==> src/rtl/port_tx_buffer.sv <==
`default_nettype none
// ============================================================================
// Module   : port_tx_buffer
// Purpose  : Per-ingress-port packet buffer and transmitter. Words from an
//            external source are stored, committed a whole packet at a time,
//            and replayed one word per next_data pulse toward the write
//            arbiter with sop/eop/vld framing.
// Ports    : clk, rst       - clock (rising edge), async active-high reset
//            in_vld/in_sop/in_eop/in_data - input word and framing
//            in_ready       - buffer can take a word this cycle
//            next_data      - arbiter pop request, one word per cycle
//            ready          - at least one complete packet stored
//            vld/sop/eop/data_out - head word (first-word-fall-through)
//            pkt_count      - complete packets stored
//            drop_cnt       - words discarded by protocol errors (saturating)
// Revision : 1.0 - initial release
// ============================================================================
module port_tx_buffer #(
    parameter int ARBITER_DATA_WIDTH = 64,
    parameter int FIFO_DEPTH         = 64,
    parameter int CNT_WIDTH          = 8
) (
    input  logic                          clk,
    input  logic                          rst,
    input  logic                          in_vld,
    input  logic                          in_sop,
    input  logic                          in_eop,
    input  logic [ARBITER_DATA_WIDTH-1:0] in_data,
    output logic                          in_ready,
    input  logic                          next_data,
    output logic                          ready,
    output logic                          vld,
    output logic                          sop,
    output logic                          eop,
    output logic [ARBITER_DATA_WIDTH-1:0] data_out,
    output logic [CNT_WIDTH-1:0]          pkt_count,
    output logic [CNT_WIDTH-1:0]          drop_cnt
);

    localparam int AW = $clog2(FIFO_DEPTH);
    localparam int PW = AW + 1;
    localparam int MW = ARBITER_DATA_WIDTH + 2;
    // Sum width wide enough for drop_cnt plus a whole discarded packet.
    localparam int SW = ((CNT_WIDTH > PW) ? CNT_WIDTH : PW) + 1;

    localparam logic [0:0]           c_rx_idle = 1'b0;
    localparam logic [0:0]           c_rx_recv = 1'b1;
    localparam logic [PW-1:0]        c_depth   = PW'(FIFO_DEPTH);
    localparam logic [CNT_WIDTH-1:0] c_cnt_max = '1;

    // Storage word layout: {sop, eop, data}
    logic [MW-1:0] r_mem [FIFO_DEPTH];

    logic [0:0]           r_rx_state_q,   w_rx_state_d;
    logic [PW-1:0]        r_wr_ptr_q,     w_wr_ptr_d;
    logic [PW-1:0]        r_commit_ptr_q, w_commit_ptr_d;
    logic [PW-1:0]        r_rd_ptr_q,     w_rd_ptr_d;
    logic [PW-1:0]        r_pkt_start_q,  w_pkt_start_d;
    logic [CNT_WIDTH-1:0] r_pkt_count_q,  w_pkt_count_d;
    logic [CNT_WIDTH-1:0] r_drop_cnt_q,   w_drop_cnt_d;

    logic          w_full;
    logic          w_accept;
    logic          w_vld;
    logic [MW-1:0] w_head;
    logic          w_pop;
    logic          w_pop_eop;
    logic          w_commit;
    logic [PW-1:0] w_base;
    logic [SW-1:0] w_drop_add;
    logic [SW-1:0] w_drop_sum;
    logic          w_mem_we;
    logic [AW-1:0] w_mem_addr;
    logic [MW-1:0] w_mem_wdata;

    // Full/empty decode uses registered pointers only, so in_ready has no
    // combinational path from the pop request.
    assign w_full    = (r_wr_ptr_q - r_rd_ptr_q) == c_depth;
    assign w_accept  = in_vld & ~w_full;
    assign w_vld     = r_rd_ptr_q != r_commit_ptr_q;
    assign w_head    = r_mem[r_rd_ptr_q[AW-1:0]];
    assign w_pop     = next_data & w_vld;
    assign w_pop_eop = w_pop & w_head[ARBITER_DATA_WIDTH];

    // Receive FSM: next state, write port and pointer updates.
    always_comb begin
        w_rx_state_d   = r_rx_state_q;
        w_wr_ptr_d     = r_wr_ptr_q;
        w_commit_ptr_d = r_commit_ptr_q;
        w_pkt_start_d  = r_pkt_start_q;
        w_commit       = 1'b0;
        w_base         = r_wr_ptr_q;
        w_drop_add     = '0;
        w_mem_we       = 1'b0;
        w_mem_addr     = r_wr_ptr_q[AW-1:0];
        w_mem_wdata    = {in_sop, in_eop, in_data};
        case (r_rx_state_q)
            c_rx_idle: begin
                if (w_accept) begin
                    if (in_sop) begin
                        w_mem_we      = 1'b1;
                        w_pkt_start_d = r_wr_ptr_q;
                        w_wr_ptr_d    = r_wr_ptr_q + 1'b1;
                        if (in_eop) begin
                            w_commit       = 1'b1;
                            w_commit_ptr_d = r_wr_ptr_q + 1'b1;
                        end else begin
                            w_rx_state_d = c_rx_recv;
                        end
                    end else begin
                        // Word outside any packet: discard it.
                        w_drop_add = SW'(1);
                    end
                end
            end
            c_rx_recv: begin
                if (w_accept) begin
                    // A new header mid-packet abandons the partial packet and
                    // restarts writing at its first slot.
                    if (in_sop) begin
                        w_base     = r_pkt_start_q;
                        w_drop_add = SW'(r_wr_ptr_q - r_pkt_start_q);
                    end
                    w_mem_we   = 1'b1;
                    w_mem_addr = w_base[AW-1:0];
                    w_wr_ptr_d = w_base + 1'b1;
                    if (in_eop) begin
                        w_commit       = 1'b1;
                        w_commit_ptr_d = w_base + 1'b1;
                        w_rx_state_d   = c_rx_idle;
                    end
                end
            end
            default: w_rx_state_d = c_rx_idle;
        endcase
    end

    // Saturating drop counter, packet counter and read pointer.
    always_comb begin
        w_drop_sum   = SW'(r_drop_cnt_q) + w_drop_add;
        w_drop_cnt_d = (w_drop_sum > SW'(c_cnt_max)) ? c_cnt_max
                                                      : w_drop_sum[CNT_WIDTH-1:0];
        w_pkt_count_d = r_pkt_count_q;
        case ({w_commit, w_pop_eop})
            2'b10:   w_pkt_count_d = r_pkt_count_q + 1'b1;
            2'b01:   w_pkt_count_d = r_pkt_count_q - 1'b1;
            default: w_pkt_count_d = r_pkt_count_q;
        endcase
        w_rd_ptr_d = w_pop ? (r_rd_ptr_q + 1'b1) : r_rd_ptr_q;
    end

    always_ff @(posedge clk or posedge rst) begin
        if (rst) begin
            r_rx_state_q   <= c_rx_idle;
            r_wr_ptr_q     <= '0;
            r_commit_ptr_q <= '0;
            r_rd_ptr_q     <= '0;
            r_pkt_start_q  <= '0;
            r_pkt_count_q  <= '0;
            r_drop_cnt_q   <= '0;
        end else begin
            r_rx_state_q   <= w_rx_state_d;
            r_wr_ptr_q     <= w_wr_ptr_d;
            r_commit_ptr_q <= w_commit_ptr_d;
            r_rd_ptr_q     <= w_rd_ptr_d;
            r_pkt_start_q  <= w_pkt_start_d;
            r_pkt_count_q  <= w_pkt_count_d;
            r_drop_cnt_q   <= w_drop_cnt_d;
        end
    end

    // Storage needs no reset: a slot is only visible once committed.
    always_ff @(posedge clk) begin
        if (w_mem_we) begin
            r_mem[w_mem_addr] <= w_mem_wdata;
        end
    end

    assign in_ready  = ~w_full;
    assign ready     = r_pkt_count_q != '0;
    assign vld       = w_vld;
    assign sop       = w_vld & w_head[ARBITER_DATA_WIDTH+1];
    assign eop       = w_vld & w_head[ARBITER_DATA_WIDTH];
    assign data_out  = w_vld ? w_head[ARBITER_DATA_WIDTH-1:0] : '0;
    assign pkt_count = r_pkt_count_q;
    assign drop_cnt  = r_drop_cnt_q;

endmodule
`default_nettype wire
==> config.mk <==
export PLATFORM = sky130hd
export DESIGN_NAME = port_tx_buffer
export DESIGN_NICKNAME = d
export VERILOG_FILES = /design/src/rtl/port_tx_buffer.sv
export SDC_FILE = /design/constraint.sdc
export NUM_CORES = 2
export LEC_CHECK = 0
export ABC_AREA = 1
export CAP_MARGIN = 10
export CORE_MARGIN = 1.5
export CORE_UTILIZATION = 40
export CTS_BUF_LIST = sky130_fd_sc_hd__clkbuf_16
export DETAILED_ROUTE_END_ITERATION = 16
export MAX_ROUTING_LAYER = met4
export PLACE_DENSITY = 0.6
export RECOVER_POWER = 25
export REMOVE_ABC_BUFFERS = 1
export SLEW_MARGIN = 20
export SYNTH_ARGS = -nofsm -noshare
export SYNTH_HDL_FRONTEND = slang
export SYNTH_MEMORY_MAX_BITS = 65536
export SYNTH_SLANG_ARGS = --single-unit
==> constraint.sdc <==
create_clock -name clk -period 5.8 [get_ports clk]
set_input_delay 1.16 -clock clk [delete_from_list [all_inputs] [get_ports clk]]
set_output_delay 1.16 -clock clk [all_outputs]
set_load 0.05 [all_outputs]
; ---- Word-level counts from Yosys, hierarchy flattened
; Memory sizes are Yosys's and may differ from the RTL's.
; Index checks and enable logic that the tools add are counted.
[op_classes]
n_mux = 39
order_cmp = 1
eq_ne = 9
n_bitwise = 7
reduce_logical = 5
addsub = 8
[op_table]
columns = cell, n
row1 = $mux 7, 11
row2 = $mux 64, 1
row3 = $pmux 7 s2, 2
row4 = $add 7x1->7 const B, 3
row5 = $mux 9, 2
row6 = $pmux 9 s2, 1
row7 = $pmux 8 s2, 1
row8 = $mux 1, 15
row9 = $mux 6, 2
row10 = $add 8x9->9, 1
row11 = $gt 9x8->1 const B, 1
row12 = $add 8x1->8 const B, 1
row13 = $mux 8, 1
row14 = $ne 2x2->1 const B, 4
row15 = $reduce_bool 8->1, 1
row16 = $sub 7x7->8, 1
row17 = $sub 8x1->8 const B, 1
row18 = $eq 7x7->1 const B, 1
row19 = $ne 7x7->1, 1
row20 = $sub 7x7->7, 1
row21 = $pmux 1 s2, 3
row22 = $reduce_and 3->1, 2
row23 = $and 1x1->1, 5
row24 = $reduce_and 5->1, 1
row25 = 5 further kinds, 6
[word_totals]
out_inout_bits = 85
input_bits = 70
ramBits = 4224
mem_count = 1
regBits = 45
wordCells = 77
[memory_table]
columns = name, depth, width, read_ports, rd_ports_with_merged_regs, wr, line_no
row1 = r_mem, 64, 66, 1, 0, 1, 52  ; logic [MW-1:0] r_mem [FIFO_DEPTH];

; ---- Longest topological paths before layout
[depth]
word_depth = 10
depth_mapped = 28

; ---- Least setup slack after synthesis
; OpenSTA, ideal clock, no wires.
[synth_path]
path_kind = flip-flop to flip-flop
start = reg r_rd_ptr_q[4]
end = mem r_mem[16][0] (netlist bit) (enable)
t_arrival_ns = 5.822
n_path_buf = 3
period_less_slack_ns = 6.313
path_slack_ns = -0.513
setup_ns = 0.491
path_stages_with_launch = 19
cell_sequence = dfrtp_1 > clkbuf_1 > inv_1 > clkbuf_1 > clkbuf_1 > ha_1 > nor2_1 > nor2_1 > nor2_1 > nand3_1 > nor2_1 > nand3_2 > nand2_2 > nor2_1 > nand2_1 > nand2_1 > nand2_1 > nand2_1 > nor2_1
[synth_via]
elab_chain_cells = 8
word_cells_on_any_way = 11
cone_classes = 1 x add/sub / 1 x eq/ne / 7 x mux / 2 x bitwise
[synth_rtl]
columns = element, line_no
row1 = from (decl), 57  ; logic [PW-1:0] r_rd_ptr_q, w_rd_ptr_d;
row2 = from (signal assigned), 165  ; r_rd_ptr_q <= w_rd_ptr_d;
row3 = $sub 7x7->7 *, 78  ; assign w_full = (r_wr_ptr_q - r_rd_ptr_q) == c_depth;
row4 = $eq 7x7->1 *, 78
row5 = $not 1->1 *, --
row6 = named net in_ready, 29  ; output logic in_ready,
row7 = $and 1x1->1 *, 79  ; assign w_accept = in_vld & ~w_full;
row8 = $mux 1 (on tied branches), "117, 99"
row9 = $pmux 1 s2, 97  ; case (r_rx_state_q)
row10 = $mux 1, 174  ; if (w_mem_we) begin
row11 = $mux 1 (not written as such), 175  ; r_mem[w_mem_addr] <= w_mem_wdata;
row12 = to (decl), 52
; The timed path passes the listed nets; every way through them passes the cells marked *.

; ---- Worst setup path in the final report
[layout_path]
start = reg r_rd_ptr_q[0]
end = out data_out[29]
[layout_via]
elab_chain_cells = 2
word_cells_on_any_way = 3
cone_classes = 1 x eq/ne / 1 x mux / 1 x memory
[layout_rtl]
columns = element, line_no
row1 = $mem_v2 64x66 / $ne 7x7->1 (equally long branches), --
row2 = $mux 64 *, 184  ; assign data_out = w_vld ? w_head[ARBITER_DATA_WIDTH-1:0] : '0;
row3 = to (decl), 35  ; output logic [ARBITER_DATA_WIDTH-1:0] data_out,
; Every way passes the cells marked *; elsewhere a longest branch is shown, timed or not.

==> impl_metrics.yaml <==
cells_and_area:
  syn_to_final_growth_pct: 13.76
  drive_above_1_share_pct: 8.337
  fin_nets: 12850
  final_cell_mix: "edfxtp_1 (4224), nor2_1 (2583), o21ai_0 (2102)"
  fin_area_sq_um: 191300
  layout_commonest_cell: "edfxtp_1"
  stdcell_count: 18610
  final_util_pct: 45.81
synth:
  synth_area_sq_um: 168100
  synthCells: 12740
  yosysTopAreaCell: "edfxtp_1"
  async_flop_share_pct: 1.054
  syn_avg_cell_area_sq_um: 13.20
  synth.top_cells.by_area: "edfxtp_1 (75%), o21ai_0 (6.3%), nor2_1 (5.9%)"
  ys_ff_latch: 4269
  synth-seq-area-share_pct: 76.11
  synth_edf_count: 4224
  synth_top_area_share_pct: 75.44
  synth_cell_types: 39
  yosys_warnings: 0
  synth_flop_cell: "edfxtp_1"
setup_path:
  critPathLaunchType: "flip-flop"
  required_ps: 4640
  crit_path_end_kind: "output pin"
  rrSetupSlack_ps: 820
  cp_max_fo: 164
  r2r_end: "r_mem[35][51]$_DFFE_PP_"
  endpoint: "data_out[29]"
  reg2regPathDepth: 16
  startpoint: "r_rd_ptr_q[0]$_DFFE_PP0P_"
  worst-setup-path-type: "reg2out"
  cp.arrival_ps: 4630
  r2r_start: "r_rd_ptr_q[1]$_DFFE_PP0P_"
clock_network:
  htreeDepth: 5
  cts-root-buf: "clkbuf_16"
  clk_path_buf_depth: 4
  numCtsBuffers: 436
  clock-sinks: 4269
  clock_latency_ps: 1020
  cts_tree: "yes"
  cts_setup_buffers: 0
  clkTransAtPathRegs_ps: 60
routing:
  drc: 0
  antenna_left: 0
  routed_wl_um: 502000
  first_pass_iters: 6
  drtIter0Drc: 14720
  wl_per_cell_um: 26.97
  route.vias.total: 108300
  viasPerCell: 5.820
floorplan:
  row_count: 237
  die_w_um: 651.3
  core-area_sq_um: 417500
  start_util_pct: 40.27
  dieArea_sq_um: 424200
  die_h_um: 651.3
  boundaryPins: 155
global_route:
  grt_pass1_wl_um: 722300
  grt_overflow_total: 0
  antenna_found_initial: 11
  grt_max_degree: 228
  grt_pass1_vias: 101600
  grt_usage_pct: 23.61
timing:
  fmax_mhz: 172.8
  finalMaxSlewViolations: 2074
  rsz0062_at_grt: "yes"
  slew_headroom_pct: -106.9
  finalHoldViolations: 0
  setup_violations: 0
  finalSetupTns_ps: 0
  worst_slew_pin_slew_ps: 3103
  finalCritPeriodShare_pct: 99.80
  clock_skew_ps: 134.1
  finalCriticalPeriod_ps: 5788
power:
  finalPower_uw: 98060
  power_density_nw_per_um2: 512.7
  leakagePower_uw: 0.06078
  ir_drop_uv: 668.8
placed_design:
  place_area_sq_um: 177500
  dp_hpwl_um: 252300
  place_congestion: 0.8463
  portBuffers: 154
  placedCellCount: 17800
run_status:
  violations: "capacitance limit, slew limit"
  status: "complete, but fails checks"
worst_hold_path:
  hp-class: "reg2reg"
run:
  drv_cap: 34
==> power by group <==
part	total, uW	leakage, uW	internal, uW	switching (uW)
clock network	27000	0.00708	15100	11900
registers	35200	0.0385	34800	381
logic	35800	0.0152	10800	25100
total	98100	0.0608	60700	37400
==> state kept, by name, summed over array words and instances (netlist names) <==
name	cells
r_rx_state_q	1
r_commit_ptr_q	7
r_rd_ptr_q	7
r_mem	4224
pkt_count	8
drop_cnt	8
r_wr_ptr_q	7
r_pkt_start_q	7
==> cell usage after synthesis (4+ instances only) <==
cell,n
xnor2_1,8
o21ai_1,129
dfrtp_1,45
buf_1,55
o22ai_1,546
nand4_1,28
clkinv_1,6
or2_2,4
buf_2,249
a31oi_1,8
xor2_1,22
buf_6,10
inv_1,93
a21oi_1,233
nand3_2,4
nor2_1,2651
edfxtp_1,4224
nand3_1,516
o221ai_1,105
ha_1,30
o211ai_1,413
clkbuf_1,538
nand2_1,643
buf_4,48
o21ai_0,2102
==> how the worst min path moves through the flow <==
stage / start / endpoint / depth (start not counted)
2_1_floorplan: r_commit_ptr_q[1]$_DFFE_PP0P_ / r_commit_ptr_q[1]$_DFFE_PP0P_ / 2
3_3_place_gp: r_commit_ptr_q[5]$_DFFE_PP0P_ / r_commit_ptr_q[5]$_DFFE_PP0P_ / 2
3_5_place_dp: r_commit_ptr_q[1]$_DFFE_PP0P_ / r_commit_ptr_q[1]$_DFFE_PP0P_ / 2
4_1_cts: rst / pkt_count[5]$_DFFE_PP0P_ / 2
5_1_grt: r_commit_ptr_q[5]$_DFFE_PP0P_ / r_commit_ptr_q[5]$_DFFE_PP0P_ / 2
6_report: r_commit_ptr_q[1]$_DFFE_PP0P_ / r_commit_ptr_q[1]$_DFFE_PP0P_ / 2
==> timing repair <==
action                                  4_1_cts  5_1_grt
hold endpoints to repair                      0        0
hold buffers                                  0        0
endpoints found under the setup margin        3       26
resized for setup                             4       12
cloned                                        0        1
==> area by class of cell <==
cell class,instances,area [sq um]
Clock buffer,439,10990
Tap cell,5497,6878
Antenna cell,5,12.51
Inverter,103,447.9
Clock inverter,363,2713
Timing Repair Buffer,472,5884
Sequential cell,4269,128000
Fill cell,36560,226300
Multi-Input combinational cell,7464,36360
==> metrics by stage <==
stage	setup WS (ps)	hold WS, ps
finish	11.89	486.2
CTS	15.26	421.1
global placement	638.9	479.0
global route	-126.0	521.3
detailed placement	672.6	480.5
floorplan	-74640	461.0
==> kinds of logic after synthesis <==
kind of cell    Yosys count  synth area share, %
flops                  4269                76.11
fa+ha+maj                33               0.2590
xor+xnor                 30               0.1563
simple gates           3860                9.089
compound gates         3541                11.81
buf+inv                1003                2.577
==> routing by layer <==
metal	routed length (um)	vias to the layer above	global-route usage, %	share of wire (%)
met2	234300	5105	36.46	47
met3	41500	791	2.751	8.3
met5	0	-	-	0
li1	-	47470	-	-
met4	14300	0	6.401	2.8
met1	211900	54950	33.26	42
==> worst max-delay path, cell delays in order (launching register included) <==
cell and delay [ps]:
dfrtp_4 760, buf_4 610, buf_16 440, nor2_1 100, nor2_1 100, o21ai_0 100
o211ai_1 160, o211ai_1 140, a21oi_1 320, nand2_1 200, a21oi_1 360, buf_12 190
No activity file was read; power rests on OpenSTA's default activity.
